==> src/rtl/inst_queue_pkg.sv <==
// Shared definitions for the fetch-side instruction queue: exception codes,
// the buffered entry layout and a small popcount helper.
package inst_queue_pkg;

  typedef enum logic [3:0] {
    EXCP_NONE = 4'd0,
    EXCP_ADEF = 4'd1,
    EXCP_TLBR = 4'd2,
    EXCP_PIF  = 4'd3,
    EXCP_PPI  = 4'd4
  } excp_t;

  typedef struct packed {
    logic [31:0] pc;
    logic [31:0] inst;
    logic        pred_br_taken;
    logic [31:0] pred_br_target;
    logic        have_excp;
    excp_t       excp_type;
  } ibuf_entry_t;

  function automatic logic [1:0] popcount2(input logic [1:0] v);
    return {1'b0, v[0]} + {1'b0, v[1]};
  endfunction

endpackage

==> src/rtl/inst_queue_checker.sv <==
// Simulation-only invariants for inst_queue: handshake shapes and the
// head/tail/count pointer relationship.
module inst_queue_checker #(
  parameter int DEPTH = 8,
  parameter int PTR_W = $clog2(DEPTH)
) (
  input logic             clk,
  input logic             reset,
  input logic [1:0]       in_valid,
  input logic [1:0]       out_accept,
  input logic [PTR_W-1:0] head,
  input logic [PTR_W-1:0] tail,
  input logic [PTR_W:0]   count
);

  localparam logic [PTR_W:0] COUNT_MAX = (PTR_W+1)'(DEPTH);

  a_in_valid_prefix: assert property (@(posedge clk) disable iff (reset)
    in_valid != 2'b10);

  a_out_accept_prefix: assert property (@(posedge clk) disable iff (reset)
    out_accept != 2'b10);

  a_count_bound: assert property (@(posedge clk) disable iff (reset)
    count <= COUNT_MAX);

  a_ptr_consistent: assert property (@(posedge clk) disable iff (reset)
    PTR_W'(head + count[PTR_W-1:0]) == tail);

endmodule

==> src/rtl/inst_queue.sv <==
// Instruction queue between fetch and decode: accepts up to two in-order
// instructions per cycle and presents the two oldest entries to decode.
module inst_queue
  import inst_queue_pkg::*;
#(
  parameter int DEPTH = 8,
  parameter int PTR_W = $clog2(DEPTH)
) (
  input  logic             clk,
  input  logic             reset,
  input  logic             flush,
  input  logic [1:0]       in_valid,
  output logic             in_ready,
  input  logic [1:0][31:0] in_pc,
  input  logic [1:0][31:0] in_inst,
  input  logic [1:0]       in_pred_br_taken,
  input  logic [1:0][31:0] in_pred_br_target,
  input  logic [1:0]       in_have_excp,
  input  excp_t [1:0]      in_excp_type,
  output logic [1:0]       out_valid,
  input  logic [1:0]       out_accept,
  output logic [1:0][31:0] out_pc,
  output logic [1:0][31:0] out_inst,
  output logic [1:0]       out_pred_br_taken,
  output logic [1:0][31:0] out_pred_br_target,
  output logic [1:0]       out_have_excp,
  output excp_t [1:0]      out_excp_type
);

  localparam logic [PTR_W:0] READY_LIMIT = (PTR_W+1)'(DEPTH - 2);

  ibuf_entry_t mem [DEPTH];

  logic [PTR_W-1:0] head;
  logic [PTR_W-1:0] tail;
  logic [PTR_W:0]   count;

  logic [PTR_W-1:0] head_p1;
  logic [PTR_W-1:0] tail_p1;
  logic             push;
  logic [1:0]       push_n;
  logic [1:0]       pop_n;
  ibuf_entry_t      in_e0;
  ibuf_entry_t      in_e1;
  ibuf_entry_t      rd_e0;
  ibuf_entry_t      rd_e1;

  // Ready depends only on registered occupancy so fetch never sees a path from decode.
  assign in_ready  = (count <= READY_LIMIT);
  assign out_valid = {(count >= (PTR_W+1)'(2)), (count >= (PTR_W+1)'(1))};

  assign head_p1 = head + PTR_W'(1);
  assign tail_p1 = tail + PTR_W'(1);
  assign push    = in_ready & in_valid[0];
  assign push_n  = push ? popcount2(in_valid) : 2'd0;
  assign pop_n   = popcount2(out_accept & out_valid);

  // Pack incoming slots into entry records.
  always_comb begin
    in_e0 = '{pc: in_pc[0], inst: in_inst[0], pred_br_taken: in_pred_br_taken[0],
              pred_br_target: in_pred_br_target[0], have_excp: in_have_excp[0],
              excp_type: in_excp_type[0]};
    in_e1 = '{pc: in_pc[1], inst: in_inst[1], pred_br_taken: in_pred_br_taken[1],
              pred_br_target: in_pred_br_target[1], have_excp: in_have_excp[1],
              excp_type: in_excp_type[1]};
  end

  // Pointer and occupancy update; flush wins over same-cycle push and pop.
  always_ff @(posedge clk or posedge reset) begin
    if (reset) begin
      head  <= '0;
      tail  <= '0;
      count <= '0;
    end else if (flush) begin
      head  <= '0;
      tail  <= '0;
      count <= '0;
    end else begin
      head  <= head + PTR_W'(pop_n);
      tail  <= tail + PTR_W'(push_n);
      count <= count + (PTR_W+1)'(push_n) - (PTR_W+1)'(pop_n);
    end
  end

  // Entry storage write; payload needs no reset.
  always_ff @(posedge clk) begin
    if (push && !flush) begin
      mem[tail] <= in_e0;
      if (in_valid[1]) begin
        mem[tail_p1] <= in_e1;
      end
    end
  end

  assign rd_e0 = mem[head];
  assign rd_e1 = mem[head_p1];

  // Unpack the two oldest entries onto the decode-facing slots.
  always_comb begin
    out_pc             = {rd_e1.pc, rd_e0.pc};
    out_inst           = {rd_e1.inst, rd_e0.inst};
    out_pred_br_taken  = {rd_e1.pred_br_taken, rd_e0.pred_br_taken};
    out_pred_br_target = {rd_e1.pred_br_target, rd_e0.pred_br_target};
    out_have_excp      = {rd_e1.have_excp, rd_e0.have_excp};
    out_excp_type      = {rd_e1.excp_type, rd_e0.excp_type};
  end

  inst_queue_checker #(.DEPTH(DEPTH), .PTR_W(PTR_W)) u_checker (
    .clk        (clk),
    .reset      (reset),
    .in_valid   (in_valid),
    .out_accept (out_accept),
    .head       (head),
    .tail       (tail),
    .count      (count)
  );

endmodule
==> config.mk <==
export PLATFORM = sky130hd
export DESIGN_NAME = inst_queue
export DESIGN_NICKNAME = d
export VERILOG_FILES = /design/src/rtl/inst_queue_pkg.sv /design/src/rtl/inst_queue_checker.sv /design/src/rtl/inst_queue.sv
export SDC_FILE = /design/constraint.sdc
export NUM_CORES = 2
export LEC_CHECK = 0
export CAP_MARGIN = 10
export CORE_ASPECT_RATIO = 1.25
export CORE_MARGIN = 8
export CORE_UTILIZATION = 40
export DETAILED_ROUTE_END_ITERATION = 10
export GPL_TIMING_DRIVEN = 0
export MAX_ROUTING_LAYER = met4
export PLACE_DENSITY = 0.59
export SLEW_MARGIN = 20
export SYNTH_ARGS = -nofsm -noshare
export SYNTH_HDL_FRONTEND = slang
export SYNTH_SLANG_ARGS = --single-unit
export TNS_END_PERCENT = 50
==> constraint.sdc <==
create_clock -name clk -period 6.6 [get_ports clk]
set_input_delay 0.99 -clock clk [delete_from_list [all_inputs] [get_ports clk]]
set_output_delay 0.99 -clock clk [all_outputs]
set_load 0.02 [all_outputs]
# ---- Yosys cells after proc, flatten, opt, wreduce, memory -nomap -nowiden
# Memory sizes are Yosys's and may differ from the RTL's.
# Index checks and enable logic that the tools add are counted.
dict set report totals {
  out_inout_bits 207
  ramBits 816
  n_memories 1
  reg_bits 10
  elab_cells 28
}
# memory words word_bits rd rd_ports_with_merged_regs wr line
set memory_table {}
lappend memory_table {mem 8 102 2 0 2 inst_queue.sv:32} ;# ibuf_entry_t mem [DEPTH];
dict set report classes {
  n_mux 9
  n_bitwise 2
  n_lt_le_gt_ge 3
  reduce_logical 2
  addsub 8
}
# operator n
set op_table {}
lappend op_table {{adder 3 x 1 -> 3 bit (second input constant)} 2}
lappend op_table {{adder 3 x 2 -> 3 bit} 2}
lappend op_table {{2-to-1 mux 3 bit} 2}
lappend op_table {{2-to-1 mux 1 bit} 5}
lappend op_table {{adder 1 x 1 -> 2 bit} 2}
lappend op_table {{adder 4 x 2 -> 4 bit} 1}
lappend op_table {{>= comparator 4 x 1 -> 1 bit (second input constant)} 1}
lappend op_table {{>= comparator 4 x 2 -> 1 bit (second input constant)} 1}
lappend op_table {{<= comparator 4 x 3 -> 1 bit (second input constant)} 1}
lappend op_table {{2-to-1 mux 4 bit} 1}
lappend op_table {{subtractor 4 x 2 -> 4 bit} 1}
lappend op_table {{bitwise AND 2 bit} 1}
lappend op_table {{2-to-1 mux 2 bit} 1}
lappend op_table {{bitwise AND 1 bit} 1}
lappend op_table {{logical AND 1 bit} 1}
lappend op_table {{zero test 1 bit} 1}

# ---- Depth between registers and ports, before layout
dict set report logic_depth {
  ltp_word 6
  ltp_mapped 13
  depth_no_buf 13
}

# ---- Least setup slack after synthesis
# OpenSTA, ideal clock, no wires.
dict set report synth_path {
  kind {input -> register}
  startpoint {in in_valid[1]}
  endpoint {mem mem[1][0] (netlist name), enable pin}
  path_buffers 0
  arrival_time_ns 6.233
  required_ns 6.025
  stages 4
  path_slack_ns -0.207
  cell_sequence {or3b_2 a2bb2oi_1 o22ai_1 nor2b_1}
}
# element line
set synth_lines {}
lappend synth_lines {{start: declaration} inst_queue.sv:12} ;# input logic [1:0] in_valid,
lappend synth_lines {{end: declaration} inst_queue.sv:32}

==> reports/results.tsv <==
stage	metric	value	unit
synth	Mean Syn Cell Area	18.4	um2
synth	Post-Syn Instances	2562	
critical_path	crit-path max FO	10	
finish	multi-input gate area in the final layout	21400	um2
synth	syn nets	2789	
finish	Nets	3359	
critical_path	Critical Path Sink Type	primary output	
sta	setup violators final	0	
cts	hold_buf cts	0	
sta	Rel. slew slack	0.257	
critical_path	CP cell instances	ha_1, clkbuf_1, clkbuf_2, clkbuf_1, mux4_2, mux2_2, clkdlybuf4s50_1	
finish	Reg area	24800	um2
critical_path	Top cell by count, worst path	clkbuf_1	
min_path	hold endpoint	count[0]$_DFF_PP0_	
min_path	HP Start	count[0]$_DFF_PP0_	
synth	Synth top area share	0.520	
drt	DRC	0	
synth	Post-Syn Area	47100	um2
run_status	status	finished, final reports clean	
pwr	Leakage	18.6	nW
sta	fin crit period	5.67	ns
die	# IOs	418	
critical_path	Critical R2R Launch	count[3]$_DFF_PP0_	
sta	setup ws final	0.930	ns
pwr	Peak VDD IR	0.284	mV
sta	Tightest Pin Transition	1.12	ns
critical_path	Crit path max-delay family	buffers and inverters	
cts	Root Driver	clkbuf_16	
pwr	Pwr Density	384	nW/um2
drt	First-pass DRT Iterations	7	
cts	Sinks on Clock Net	826	
synth	Yosys reg bits	826	
finish	Area growth, synth to finish	22.8	%
drt	DR iter-0 viols	2608	
die	Core ar.	117000	um2
die	Die W	323	um
drt	routed len/inst	33.5	um
placement	I/O Buffers	417	
die	Die Y	400	um
synth	largest cells by area after synthesis	edfxtp_1 (52%), mux2_2 (21%), mux4_2 (19%), mux2_1 (3.3%), buf_2 (1.3%)	
sta	Fin. Hold Viols	0	
cts	# H-tree levels	3	
critical_path	R2R setup slack	2.79	ns
critical_path	CP Launch Type	flip-flop	
grt	largest net degree at the start of global routing	19	
cts	Clk pin slew, worst setup/hold paths	0.06	ns
synth	EDFF count, synth	816	
cts	clock tree buffer depth	3	
finish	most common cell after layout, fill and taps aside	mux2_2	
min_path	HP Class	flip-flop to flip-flop	
placement	dpl cells	4609	
synth	fraction of registers with async set/reset	0.0121	
critical_path	Reg2Reg Depth	11	
cts	Skew-Pair Late Insertion Delay	0.70	ns
cts	cts repair resizes	0	
critical_path	Crit path largest cell delay	0.77	ns
critical_path	Setup CP Type	flip-flop to primary output	
grt	number of antenna violations at the first check in global routing	45	
min_path	WHS Path Cells	2	
sta	Tcrit/Tclk final	0.859	
die	die area	129000	um2
flow_run	Max Cap Viol	0	
critical_path	Worst Path Required	5.61	ns
grt	first-pass GRT wire length	227000	um
cts	CTS Buf Count	94	
drt	via-per-instance ratio	5.98	
sta	skew final	0.0191	ns
grt	total global routing track utilization	0.252	
sta	final count of pins violating max slew	0	
finish	final non-filler cell total	4818	
finish	Fillers	9926	
drt	vias post-DR	28800	
synth	Cell variety after synth	35	
finish	share of cells above drive strength 1	0.508	
sta	RSZ-0062 raised after global routing	no	
placement	pre-CTS setup slack	1.73	ns
sta	Fmax achieved	176	MHz
critical_path	Worst Path Buf+Inv	4	
finish	most frequent cells in the layout	mux2_2 (883), edfxtp_1 (816), clkdlybuf4s50_1 (417)	
synth	sequential cell area fraction in the yosys report	0.525	
synth	Yosys top cell by area	edfxtp_1	
critical_path	slowest stage cell on the critical path	clkbuf_1	
die	Initial Utilization	0.401	
cts	CTS tree	done	
grt	vias in the first global route	31300	
placement	GPL Wtd Cong	0.808	
grt	grt total ovfl	0	
cts	setup bufs post-CTS	0	
synth	top_reg_cell synth	edfxtp_1	
synth	yosys warns	0	
critical_path	Arrival @ worst endpoint	4.68	ns
drt	Post-Route WL	161000	um
placement	Final HPWL DP	111000	um
drt	Post-DRT Antenna Nets	0	
pwr	Power, Total	22.2	mW
critical_path	Reg-to-Reg End	mem[2][59]$_DFFE_PP_	
die	Site Rows	141	
## stage by stage
step / area, um2 / util / hold slack [ns] / setup TNS, ns
2_1_floorplan: 47100 / - / 0.599 / 0
3_3_place_gp: 53300 / 0.454 / 0.628 / -4942.11
3_5_place_dp: 54700 / 0.466 / 0.654 / 0
4_1_cts: 57800 / 0.492 / 0.667 / 0
5_1_grt: 57900 / 0.493 / 0.689 / 0
6_report: 57900 / 0.493 / 0.659 / 0
## cell type report
type / count / area share
sequential: 826 / 0.427
timing repair buffer: 474 / 0.0961
buffer: 208 / 0.0174
tap: 1573 / 0.0340
antenna: 37 / 0.00160
inverter: 15 / 0.000972
clock inverter: 54 / 0.00946
clock buffer: 118 / 0.0436
multi-input combinational: 1513 / 0.369
## logic make-up (layout without fill, tap and decap cells)
family | after synthesis | count (layout) | share of synthesized area
and+or+nand+nor | 48 | 48 | 0.00541
adders and majority gates | 16 | 16 | 0.00488
AOI/OAI and AO/OA | 14 | 14 | 0.00236
xor gates and xnor gates | 6 | 6 | 0.00111
muxes | 1429 | 1429 | 0.439
other | 0 | 37 | 0
buffers and inverters | 223 | 869 | 0.0225
DFF | 826 | 826 | 0.525
## report_power, final
group	switching (mW)	leakage [nW]	total, mW	internal (mW)
Combinational	5.63	9.60	10.8	5.13
Clock	2.20	1.51	5.33	3.13
Sequential	0.0895	7.51	6.12	6.03
Total	7.92	18.6	22.2	14.3
## sequential cells by signal (all words and copies together), names as in the netlist
| name | cells |
|---|---|
| mem | 816 |
| tail | 3 |
| head | 3 |
| count | 4 |
## worst min-delay path, delay by kind of cell (launching register included)
kind	cells	cell delay, ns
adder cells (fa/ha/maj)	1	0.14
flip-flops	1	0.36
AND/OR/NAND/NOR	1	0.11
## how the worst max path moves through the flow
stage | cells past startpoint | from | to
after global routing | 7 | head[0]$_DFF_PP0_ | out_pc[62]
after detailed placement | 7 | head[0]$_DFF_PP0_ | out_pc[57]
final | 7 | head[0]$_DFF_PP0_ | out_pc[58]
after CTS | 7 | head[0]$_DFF_PP0_ | out_pc[57]
after global placement | 5 | in_valid[1] | mem[0][56]$_DFFE_PP_
after floorplan | 4 | in_valid[1] | mem[5][0]$_DFFE_PP_
## cell usage after synthesis (2+ instances only)
library cell and number:
mux2_2 883, edfxtp_1 816, mux4_2 408, mux2_1 137, buf_2 123, clkbuf_1 53
buf_1 22, inv_1 15, nor2_1 14, ha_1 12, nand3_1 11, dfrtp_1 10
buf_6 8, nor2b_1 7, a2bb2oi_1 5, nand2_1 5, fa_1 4, nand3b_1 3
o22a_1 3, xnor2_1 3, xor2_1 3, and2_1 2, buf_4 2, o22ai_1 2
## routing by layer
metal  track usage  share of wire  vias to the layer above
met4        0.0896          0.033                        0
met5             -              0                        -
li1              -              -                    12000
met2         0.427           0.51                     1194
met1         0.298           0.38                    15300
met3        0.0532          0.074                      274
Note: power is estimated with default switching activity, not from simulation.
